$ cat config.mk
export PLATFORM = sky130hd
export DESIGN_NAME = hd44780_responder
export DESIGN_NICKNAME = d
export VERILOG_FILES = /design/src/rtl/hd44780_responder.sv
export SDC_FILE = /design/constraint.sdc
export NUM_CORES = 1
export LEC_CHECK = 0
export CAP_MARGIN = 10
export CORE_UTILIZATION = 31
export CTS_BUF_LIST = sky130_fd_sc_hd__clkbuf_16
export CTS_CLUSTER_DIAMETER = 80
export CTS_CLUSTER_SIZE = 10
export DETAILED_ROUTE_END_ITERATION = 6
export PLACE_DENSITY = 0.51
export RECOVER_POWER = 100
export SYNTH_ARGS = -nofsm -noshare
export SYNTH_HDL_FRONTEND = slang
export SYNTH_SLANG_ARGS = --single-unit
$ cat constraint.sdc
create_clock -name clk_i -period 5.71 [get_ports clk_i]
set_clock_uncertainty 0.15 [all_clocks]
set_input_delay 1.713 -clock clk_i [delete_from_list [all_inputs] [get_ports clk_i]]
set_output_delay 1.713 -clock clk_i [all_outputs]
set_load 0.05 [all_outputs]
$ cat src/rtl/hd44780_responder.sv
// Device-side model of an HD44780U on an 8-bit LCD bus: decodes E/RS/RWB strobes,
// runs the instruction set against an internal DDRAM and answers BF/AC and data reads.
module hd44780_responder #(
  parameter int DATA_WIDTH  = 8,
  parameter int DDRAM_DEPTH = 80,
  parameter int BUSY_SHORT  = 4,
  parameter int BUSY_LONG   = 100
) (
  input  logic                  clk_i,
  input  logic                  rst_i,
  input  logic                  e_i,
  input  logic                  rs_i,
  input  logic                  rwb_i,
  input  logic [DATA_WIDTH-1:0] data_i,
  output logic [DATA_WIDTH-1:0] data_o,
  output logic                  data_oe_o,
  output logic                  busy_o,
  output logic [6:0]            ac_o,
  output logic                  display_on_o,
  output logic                  protocol_err_o,
  input  logic [6:0]            mem_raddr_i,
  output logic [7:0]            mem_rdata_o
);

  localparam int AW = 7;
  localparam int CW = $clog2(BUSY_LONG + 1);
  localparam logic [AW-1:0] LAST    = AW'(DDRAM_DEPTH - 1);
  localparam logic [AW:0]   DEPTH_W = (AW+1)'(DDRAM_DEPTH);
  localparam logic [CW-1:0] CNT_SHORT = CW'(BUSY_SHORT);
  localparam logic [CW-1:0] CNT_LONG  = CW'(BUSY_LONG);

  typedef enum logic [1:0] {
    S_IDLE,
    S_BUSY,
    S_CLEARING
  } state_t;

  state_t          state_q, state_n;
  logic [CW-1:0]   cnt_q, cnt_n;
  logic [AW-1:0]   ac_q, ac_n;
  logic [AW-1:0]   fill_q, fill_n;
  logic            inc_q, inc_n;
  logic            disp_q, disp_n;
  logic            err_q, err_n;
  logic            e_q, rs_q, rwb_q;
  logic [DATA_WIDTH-1:0] data_q;

  logic [7:0]      mem [0:DDRAM_DEPTH-1];
  logic            mem_we;
  logic [AW-1:0]   mem_wa;
  logic [7:0]      mem_wd;

  logic            fall, bf_read, go_short, go_long;

  // Linear address counter step with wrap at both ends of the DDRAM.
  function automatic logic [AW-1:0] ac_step(input logic [AW-1:0] a, input logic up);
    if (up) return (a == LAST) ? '0 : a + 1'b1;
    else    return (a == '0) ? LAST : a - 1'b1;
  endfunction

  assign fall    = e_q & ~e_i;
  assign bf_read = ~rs_q & rwb_q;

  always_comb begin
    // NOTE: every variable gets a default first so no path leaves it unassigned,
    // which would otherwise infer a latch.
    state_n  = state_q;
    cnt_n    = cnt_q;
    ac_n     = ac_q;
    fill_n   = fill_q;
    inc_n    = inc_q;
    disp_n   = disp_q;
    err_n    = err_q;
    mem_we   = 1'b0;
    mem_wa   = ac_q;
    mem_wd   = data_i[7:0];
    go_short = 1'b0;
    go_long  = 1'b0;

    unique case (state_q)
      S_BUSY: begin
        cnt_n = cnt_q - 1'b1;
        if (cnt_q <= CW'(1)) state_n = S_IDLE;
      end
      S_CLEARING: begin
        mem_we = 1'b1;
        mem_wa = fill_q;
        mem_wd = 8'h20;
        fill_n = fill_q + 1'b1;
        cnt_n  = (cnt_q != '0) ? cnt_q - 1'b1 : '0;
        // The counter keeps running during the fill so a clear costs BUSY_LONG in total.
        if (fill_q == LAST) state_n = (cnt_q > CW'(1)) ? S_BUSY : S_IDLE;
      end
      default: ;
    endcase

    if (fall && !bf_read) begin
      if (state_q != S_IDLE) begin
        err_n = 1'b1;
      end else if (rs_q) begin
        if (!rwb_q) mem_we = 1'b1;
        ac_n     = ac_step(ac_q, inc_q);
        go_short = 1'b1;
      end else begin
        casez (data_i[7:0])
          8'b1???????: begin
            if ({1'b0, data_i[6:0]} >= DEPTH_W) begin
              ac_n  = '0;
              err_n = 1'b1;
            end else begin
              ac_n = data_i[6:0];
            end
            go_short = 1'b1;
          end
          8'b01??????, 8'b001?????: go_short = 1'b1;
          8'b0001????: begin
            if (!data_i[3]) ac_n = ac_step(ac_q, data_i[2]);
            go_short = 1'b1;
          end
          8'b00001???: begin
            disp_n   = data_i[2];
            go_short = 1'b1;
          end
          8'b000001??: begin
            inc_n    = data_i[1];
            go_short = 1'b1;
          end
          8'b0000001?: begin
            ac_n    = '0;
            go_long = 1'b1;
          end
          8'b00000001: begin
            state_n = S_CLEARING;
            cnt_n   = CNT_LONG;
            fill_n  = '0;
            ac_n    = '0;
            inc_n   = 1'b1;
          end
          default: ;
        endcase
      end
    end

    if (go_short) begin
      state_n = S_BUSY;
      cnt_n   = CNT_SHORT;
    end else if (go_long) begin
      state_n = S_BUSY;
      cnt_n   = CNT_LONG;
    end
  end

  always_ff @(posedge clk_i) begin
    // NOTE: sequential state uses non-blocking assignments so every register
    // samples the pre-edge values regardless of statement order.
    if (rst_i) begin
      state_q <= S_CLEARING;
      cnt_q   <= CNT_LONG;
      ac_q    <= '0;
      fill_q  <= '0;
      inc_q   <= 1'b1;
      disp_q  <= 1'b0;
      err_q   <= 1'b0;
      e_q     <= 1'b0;
      rs_q    <= 1'b0;
      rwb_q   <= 1'b0;
      data_q  <= '0;
    end else begin
      state_q <= state_n;
      cnt_q   <= cnt_n;
      ac_q    <= ac_n;
      fill_q  <= fill_n;
      inc_q   <= inc_n;
      disp_q  <= disp_n;
      err_q   <= err_n;
      e_q     <= e_i;
      rs_q    <= rs_i;
      rwb_q   <= rwb_i;
      // rs_i is used directly so the read value is ready one cycle after E rises.
      data_q  <= rs_i ? DATA_WIDTH'(mem[ac_q]) : DATA_WIDTH'({busy_o, ac_q});
    end
  end

  // NOTE: the DDRAM has no reset; its contents are defined by the clearing fill.
  always_ff @(posedge clk_i) begin
    if (mem_we && !rst_i) mem[mem_wa] <= mem_wd;
  end

  assign busy_o         = (state_q != S_IDLE);
  assign data_o         = data_q;
  assign data_oe_o      = e_q & rwb_q;
  assign ac_o           = ac_q;
  assign display_on_o   = disp_q;
  assign protocol_err_o = err_q;
  assign mem_rdata_o    = ({1'b0, mem_raddr_i} < DEPTH_W) ? mem[mem_raddr_i] : 8'h00;

endmodule

==> results.cfg, run 1 <==
[status]
outcome = complete, but fails checks
violations = max-capacitance violations, max-slew violations, negative setup slack

[floorplan]
core_area_um2 = 104000
pin_count = 47
rows = 118
die_x_um = 326
die_height_um = 326
start_util_pct = 31.4
die_area_um2 = 107000

[timing]
rsz0062_at_grt = yes
timing_hold_violations_final = 0
period_needed_ns = 5.84
fmax_mhz = 171
relSlewSlack_pct = -94.0
setup_viol = 8
report.final.slew_viol_count = 497
tightest_slew_ns = 2.91
setup_slack_ns = -0.126
period_share_pct = 102

[worst_setup_path]
ff2ff_setup_slack_ns = 0.46
worstSetupEndpointType = output port
reg2reg_to = data_o[1]$_SDFF_PP0_
worstPathCellList = buf_16 > buf_12 > mux4_2 > nor2b_1 > a211oi_2 > buf_4 > a21oi_2 > a211oi_2 > a22oi_2 > buf_6
cp.required_ns = 3.85
arrival_ns = 3.97
critPathKind = in -> out
worst_r2r_path_depth = 6
slowest_stage = mux4_2
path_common_cell = a211oi_2
cp-start-kind = primary input
crit_path_max_fanout = 7
max_stage_delay_ns = 0.48

[detailed_routing]
drc_errors = 0
wl_per_cell_um = 29.9
dr.pass1.iters = 6
avgViaCountPerCell = 5.63
totalWireLength_mm = 103
first_iter_violations = 2075
ant_nets = 0
vias = 19341

[logic_synthesis]
syn_nets = 1854
synth-main-ff-cell = edfxtp_1
synth_common_cells = edfxtp_1 (640), mux4_2 (333), nor2_1 (119), mux2i_1 (101), nand2_1 (76)
synth_edf_count = 640
synth_top_area_share_pct = 58.9
seq_area_frac_synth_pct = 61.6
ys_types = 64
synth.most_common_cell = edfxtp_1
synthArstFlopShare_pct = 0
avgSynthCellArea_um2 = 17.9
synth_area_um2 = 32600
ys_warn_count = 0
synthTopCellsByArea = edfxtp_1 (59%), mux4_2 (23%), mux2i_1 (3.1%), dfxtp_1 (2.7%), nor2_1 (1.4%)
synth_top_area_cell = edfxtp_1
ys_ff_latch = 684
synth_cells = 1824

[place]
placed_area_um2 = 36000
post-dp-hpwl_mm = 67.7
place_congestion = 0.846
io_buffers = 46

[clock_tree]
path_clk_slew_ns = 0.05
cts_htree_levels = 3
cts_buffers = 78
clock_path_buffers = 3
root_buffer = clkbuf_16
cts_sinks = 684
clk-insertion-delay-late_ns = 0.62
cts_tree = done

[cells_and_area]
drive_gt1_share_pct = 29.9
area_growth_pct = 17.3
fin_nets = 2071
n_fill_cell = 9716
final_cell_area_um2 = 38300

[power]
peakVddDrop_mv = 0.211
power_leakage_nw = 11.7
cellPowerDensity_nw_per_um2 = 312
p_total_mw = 12.0

[global_route]
grt_use_total_pct = 19.3
antenna_found_initial = 4
grt_max_degree = 81
grt_pass1_vias = 20125
grt_overflow = 0
grt_pass1_wl_mm = 149

[run]
drv_cap = 9

[worst_hold_path]
min_from = protocol_err_o$_SDFFE_PP0P_
holdPathEnd = protocol_err_o$_SDFFE_PP0P_
hold_depth = 2
hold_path_class = reg -> reg
[registers in the layout (all words and copies together) (netlist names), named ones only]
signal,count
mem,640
data_o,8
ac_o,7
cnt_q,7
fill_q,7
state_q,2
display_on_o,1
e_q,1
inc_q,1
protocol_err_o,1
rs_q,1
rwb_q,1
[worst max path at each step]
| stage | from | end | slack [ns] | depth (start not counted) |
|---|---|---|---|---|
| after CTS | mem_raddr_i[0] | mem_rdata_o[2] | -0.09 | 9 |
| after global routing | mem_raddr_i[0] | mem_rdata_o[2] | -0.14 | 9 |
| after floorplan | mem_raddr_i[1] | mem_rdata_o[7] | -0.11 | 8 |
| final | mem_raddr_i[0] | mem_rdata_o[5] | -0.13 | 10 |
| after global placement | mem_raddr_i[0] | mem_rdata_o[2] | -0.42 | 10 |
| after detailed placement | mem_raddr_i[0] | mem_rdata_o[2] | -0.42 | 10 |
[per-layer routing]
layer	vias up	wire length (um)	global-route usage [%]
met5	-	14	0
li1	8035	-	-
met2	806	49700	31.3
met1	10359	43200	27.1
met4	2	2280	4.52
met3	139	7380	3.05
[cells in the final DEF (no fill, tap or decap), types with 5 or more instances in the layout]
master           count
nand2b_1            15
o22ai_1             10
a211oi_2            15
clkbuf_2             8
o21ai_0             24
edfxtp_1           640
mux2i_1             98
inv_1               29
a311oi_1             5
a211oi_1             8
clkdlybuf4s50_1      6
nand3_1             13
ha_1                 9
dfxtp_1             41
mux2_2              11
o211ai_1             6
buf_16               9
nor2_1             119
xnor2_1             15
clkbuf_16           81
a22oi_2             14
a22oi_1             30
or3_1                9
a221oi_1             5
o2111ai_1            6
o32ai_1              7
nor2b_1             36
nor3_1               7
buf_12              24
a21oi_1             36
nand2_1             75
dlygate4sd3_1       29
nor4_1               5
clkbuf_1            93
buf_6               14
buf_4               83
nand3b_1             7
mux4_2             333
[critical path: cells and delay by family]
kind	cells	cell delay (ns)
mux	1	0.48
buf+inv	4	0.70
compound gates	4	0.91
simple gates	1	0.15
[per-stage QoR]
stage	std cells	hold WS, ns	util [%]	setup WS [ns]	setup TNS (ns)
floorplan	1824	0.331	-	-0.112	-0.112
global route	3435	0.374	36.8	-0.139	-4.29
CTS	3431	0.340	37.2	-0.0946	-0.558
finish	3436	0.342	36.8	-0.126	-0.537
detailed placement	3311	0.310	34.7	-0.419	-1.86
global placement	3311	0.321	34.7	-0.420	-1.86
[where the power goes]
part / internal (mW) / switching (mW)
Sequential: 5.86 / 0.0758
Combinational: 0.531 / 1.11
Clock: 2.49 / 1.90
Total: 8.88 / 3.08
[logic make-up after synthesis]
logic type               count (synthesis)  synth area share [%]
adder cells (fa/ha/maj)                 10                 0.383
AND/OR/NAND/NOR                        316                  4.63
multiplexers                           445                  26.5
AO/OA/AOI/OAI                          200                  4.28
buffers and inverters                  150                  2.15
XOR/XNOR                                19                 0.510
flip-flops                             684                  61.6
[repair_timing]
item,4_1_cts,5_1_grt
gates cloned,6,0
buffers inserted,21,5
pin swaps,21,7
hold buffers,0,0
resized for setup,53,5
setup endpoints to repair,8,8
[area by class of cell]
| cell class | count | area (um^2) | area share [%] |
|---|---|---|---|
| inverter | 18 | 67.6 | 0.176 |
| sequential | 684 | 20100 | 52.5 |
| antenna | 1 | 2.50 | 0.00654 |
| tap | 1380 | 1730 | 4.51 |
| clock inverter | 13 | 51.3 | 0.134 |
| clock buffer | 81 | 2030 | 5.29 |
| timing repair buffer | 269 | 2300 | 6.01 |
| multi-input combinational | 990 | 12000 | 31.4 |
Power figures use the tool's default switching activity.
==> inputs of run 2 (changes only) <==
--- a/config.mk
+++ b/config.mk
@@ -6,6 +6,7 @@
 export NUM_CORES = 1
 export LEC_CHECK = 0
 export CAP_MARGIN = 10
+export CORE_ASPECT_RATIO = 1.1
 export CORE_UTILIZATION = 31
 export CTS_BUF_LIST = sky130_fd_sc_hd__clkbuf_16
 export CTS_CLUSTER_DIAMETER = 80
==> run 2 against run 1 <==
The flow still finishes with violations (max-capacitance violations, max-slew violations, negative setup slack). Core utilization down 0.086 points. Sequential power barely moved. Critical path depth stayed put. Hold slack better by 0.0017 ns. Via count shrank 1.1%. Final cell count grew 0.32%. Critical endpoint is now mem_rdata_o[3].
==> results.cfg, run 2 (synthesis results as in run 1) <==
[clock_tree]
cts_buffers = 79
clock_path_buffers = 3
clk-insertion-delay-late_ns = 0.64
cts_htree_levels = 3
cts_sinks = 684
cts_tree = done
root_buffer = clkbuf_16
path_clk_slew_ns = 0.06
ctsHoldBuffers = 0

[place]
io_buffers = 46
dpl.cell_count = 3333
pre_cts_ws_ns = -0.365
place_congestion = 0.858
post-dp-hpwl_mm = 68.4

[worst_setup_path]
cp-start-kind = primary input
critPathKind = in -> out
worst_r2r_path_depth = 6
worstSetupEndpointType = output port
startpoint = mem_raddr_i[0]
arrival_ns = 4.02
crit_path_max_fanout = 7
cp.required_ns = 3.85

[power]
cellPowerDensity_nw_per_um2 = 315
netSwitchingFraction_pct = 25.8
power_frac_clock_pct = 37.5
p_total_mw = 12.1
peakVddDrop_mv = 0.267
p_int_mw = 8.96
power_frac_comb_pct = 13.3
p_switching_mw = 3.11
p_seq_share_pct = 49.2
power_leakage_nw = 11.7

[timing]
period_needed_ns = 5.89
relSlewSlack_pct = -109
rsz0062_at_grt = yes
setup_slack_ns = -0.176
setup_tns_ns = -1.00
timing_hold_violations_final = 0
report.final.slew_viol_count = 547
period_share_pct = 103
fmax_mhz = 170
setup_viol = 8
tightest_slew_ns = 3.12

[floorplan]
pin_count = 47
rows = 124
die_area_um2 = 107000
core_area_um2 = 104000
die_height_um = 342
die_x_um = 311
start_util_pct = 31.3

[global_route]
grt_pass1_vias = 20132
grt_use_total_pct = 18.9
grt_overflow = 0
antenna_found_initial = 2
grt_pass1_wl_mm = 147
grt_max_degree = 81

[cells_and_area]
fin_nets = 2070
multi_input_area_um2 = 12000
top_register = mem
largest_register_ffs = 640
final_common_cell = edfxtp_1
drive_gt1_share_pct = 30.0
n_fill_cell = 9629
final_cell_mix = edfxtp_1 (640), mux4_2 (333), nor2_1 (119), mux2i_1 (100), buf_4 (92)
finalNonFillerCells = 3447
regArea_um2 = 20100
area_growth_pct = 17.2

[detailed_routing]
drc_errors = 0
ant_nets = 0
dr.pass1.iters = 5
first_iter_violations = 1538
totalWireLength_mm = 101
vias = 19128
avgViaCountPerCell = 5.55
wl_per_cell_um = 29.2

[worst_hold_path]
min_from = protocol_err_o$_SDFFE_PP0P_
hold_path_class = reg -> reg
hold_depth = 2

[run]
drv_cap = 11

[status]
violations = max-capacitance violations, max-slew violations, negative setup slack
outcome = complete, but fails checks
run 2: layout make-up:
cell class,count,area share [%]
clock buffers,82,5.36
multi-input cells,990,31.4
flip-flops and latches,684,52.6
diodes,1,0.00654
inverters,18,0.177
well taps,1386,4.53
clock inverters,19,0.327
repair buffers,267,5.65
run 2: what timing repair did:
action                                  in CTS  in global routing
gates cloned                                 3                  0
buffers inserted                             9                  4
endpoints found under the setup margin       8                  8
pin swaps                                   12                  9
gates resized for setup                     42                 10
run 2: per-layer routing:
layer | track usage, % | vias to the layer above | wire [um]
met5 | 0 | - | 0
met4 | 6.00 | 0 | 2990
met3 | 2.35 | 127 | 5200
met2 | 32.7 | 621 | 50800
met1 | 24.8 | 10328 | 41800
li1 | - | 8052 | -
run 2: final timing paths:
path	to	slack, ns
min	protocol_err_o$_SDFFE_PP0P_	0.34
max	mem_rdata_o[3]	-0.18
max reg2reg	data_o[7]$_SDFF_PP0_	0.75
min reg2reg	protocol_err_o$_SDFFE_PP0P_	0.34
run 2: critical path, stage by stage:
cell and delay [ns]:
buf_12 0.11, buf_12 0.15, buf_12 0.15, buf_12 0.14, mux4_2 0.55, mux4_2 0.50
a22oi_2 0.20, buf_4 0.16, a22oi_2 0.14, buf_6 0.19
run 2: power groups by stage:
stage	clock network (mW)	logic (mW)	registers, mW
2_1_floorplan	0	0.856	6.03
3_3_place_gp	0	1.59	6.01
3_5_place_dp	0	1.63	6.01
4_1_cts	4.63	1.67	5.91
5_1_grt	4.79	1.70	5.95
6_report	4.52	1.60	5.94
run 2: metrics by stage:
stage / area [um^2] / util [%] / hold slack, ns
after floorplan: 32700 / - / 0.331
after global placement: 36100 / 34.7 / 0.310
after detailed placement: 36100 / 34.7 / 0.337
after CTS: 38700 / 37.2 / 0.355
after global routing: 38300 / 36.7 / 0.386
final: 38300 / 36.8 / 0.343
==> inputs of run 3 (changes only) <==
==> constraint.sdc (replaced) <==
create_clock -name clk_i -period 6.3 [get_ports clk_i]
set_clock_uncertainty 0.15 [all_clocks]
set_input_delay 1.89 -clock clk_i [delete_from_list [all_inputs] [get_ports clk_i]]
set_output_delay 1.89 -clock clk_i [all_outputs]
set_load 0.05 [all_outputs]
==> run 3 against run 2 <==
The run ends with max-capacitance violations, max-slew violations left. Clock power decreased by 11%. Hold slack worse by 0.030 ns. Sequential power fell by 9.6%. Non-clock buffer count down 12. Critical endpoint unchanged. Highest routed layer is now met5.
==> results.cfg, run 3 (synthesis results as in run 1) <==
[status]
outcome = complete, but fails checks
violations = max-capacitance violations, max-slew violations

[power]
power_leakage_nw = 11.5
p_switching_mw = 2.84
power_frac_clock_pct = 37.2
peakVddDrop_mv = 0.215
p_total_mw = 10.8
p_seq_share_pct = 49.6
cellPowerDensity_nw_per_um2 = 287
netSwitchingFraction_pct = 26.3
p_int_mw = 7.98
power_frac_comb_pct = 13.1

[detailed_routing]
first_iter_violations = 1869
avgViaCountPerCell = 5.62
drt-met1-wl_mm = 42.3
wl_met2_mm = 49.2
drc_errors = 0
totalWireLength_mm = 101
dr_wl_met3_mm = 6.19
ant_nets = 0
topRoutingLayerUsed = met5
dr.pass1.iters = 5
wl_per_cell_um = 29.5
vias = 19291

[clock_tree]
root_buffer = clkbuf_16
ctsHoldBuffers = 0
cts_buffers = 78
cts_htree_levels = 3
cts_tree = done
cts_sinks = 684
path_clk_slew_ns = 0.06
clock_path_buffers = 3
clk-insertion-delay-late_ns = 0.64

[timing]
period_share_pct = 99.8
setup_viol = 0
timing_hold_violations_final = 0
period_needed_ns = 6.29
tightest_slew_ns = 3.36
fmax_mhz = 159
fin_hold_ws_ns = 0.314
relSlewSlack_pct = -124
report.final.slew_viol_count = 441

[worst_setup_path]
worstPathCellList = buf_16 > buf_12 > buf_16 > mux4_2 > mux2i_1 > o22ai_1 > a211oi_1 > a22oi_1 > buf_4
max_stage_delay_ns = 0.50
crit_path_max_fanout = 13
slowest_stage = mux4_2
ff2ff_setup_slack_ns = 0.53
worstSetupEndpointType = output port
arrival_ns = 4.25
worst_r2r_path_depth = 7
cp.required_ns = 4.26
cp-start-kind = primary input
path_common_cell = buf_16
critPathKind = in -> out
reg2reg_to = data_o[6]$_SDFF_PP0_

[cells_and_area]
n_fill_cell = 9651
area_growth_pct = 15.8
multi_input_area_um2 = 11900
drive_gt1_share_pct = 27.0
fin_nets = 2057
regArea_um2 = 20100
final_cell_mix = edfxtp_1 (640), mux4_2 (333), nor2_1 (119), clkbuf_1 (115), mux2i_1 (98)
largest_register_ffs = 640
postLayoutCoreUtil_pct = 36.3
final_common_cell = edfxtp_1
top_register = mem

[global_route]
antenna_found_initial = 2
grt_overflow = 0
grt_pass1_vias = 19917
grt_max_degree = 87
grt_pass1_wl_mm = 146
grt_use_total_pct = 18.9

[worst_hold_path]
hold_depth = 2
holdPathEnd = protocol_err_o$_SDFFE_PP0P_
min_from = protocol_err_o$_SDFFE_PP0P_
hold_path_class = reg -> reg

[place]
post-dp-hpwl_mm = 67.8
place_congestion = 0.901
io_buffers = 46

[floorplan]
die_area_um2 = 107000
start_util_pct = 31.3
core_area_um2 = 104000
die_x_um = 311
pin_count = 47
rows = 124
die_height_um = 342

[run]
drv_cap = 12
[run 3: cell count changes in the layout (fill, tap and decap cells not counted), moves of 4 or more]
cell / change
a211oi_2: -7
buf_6: -9
buf_4: -21
a22oi_2: -15
a22oi_1: +15
clkbuf_1: +24
o22ai_1: +4
a211oi_1: +8
buf_12: -5
o22ai_2: -4
[run 3: critical path, delay by kind of cell]
kind / cells / cell delay, ns
buffers and inverters: 4 / 0.80
muxes: 2 / 0.87
AOI/OAI and AO/OA: 3 / 0.63
[run 3: power groups by stage]
stage	combinational (mW)	clock, mW	sequential (mW)
after floorplan	0.772	0	5.47
after global placement	1.43	0	5.44
after detailed placement	1.46	0	5.45
after CTS	1.47	4.13	5.35
after global routing	1.51	4.28	5.38
final	1.42	4.03	5.37
[run 3: layout make-up]
type | instances | area share (%)
multi-input combinational | 990 | 31.4
sequential | 684 | 53.2
inverter | 18 | 0.179
antenna | 2 | 0.0132
clock buffer | 79 | 5.23
timing repair buffer | 255 | 4.97
clock inverter | 20 | 0.407
tap | 1386 | 4.59
[run 3: worst max path at each step]
stage                         startpoint        endpoint  slack [ns]  cells past startpoint
after global routing      mem_raddr_i[0]  mem_rdata_o[2]      -0.001                     10
after floorplan           mem_raddr_i[1]  mem_rdata_o[6]        0.09                      8
after global placement    mem_raddr_i[0]  mem_rdata_o[2]       -0.21                     10
after CTS                 mem_raddr_i[0]  mem_rdata_o[1]        0.04                      8
final                     mem_raddr_i[0]  mem_rdata_o[3]        0.01                      9
after detailed placement  mem_raddr_i[0]  mem_rdata_o[2]       -0.18                     10
[run 3: layer usage]
metal  track usage [%]  vias to the layer above
met5                 0                        -
met4              6.66                        2
met3              3.01                      164
met2              31.1                      706
met1              25.5                    10412
li1                  -                     8007
[run 3: repair_timing]
item	CTS	global route
gates cloned	1	0
pin swaps	0	1
setup endpoints to repair	5	4
endpoints found under the hold margin	0	0
gates resized for setup	6	6
buffers inserted	0	1
[run 3: stage by stage]
step / instance area [um^2] / setup slack (ns) / setup TNS [ns] / cells
floorplan: 32600 / 0.0914 / 0 / 1824
global placement: 36100 / -0.208 / -0.348 / 3331
detailed placement: 36100 / -0.177 / -0.357 / 3331
CTS: 38300 / 0.0411 / 0 / 3431
global route: 37800 / -0.00121 / -0.00121 / 3432
finish: 37800 / 0.0111 / 0 / 3434
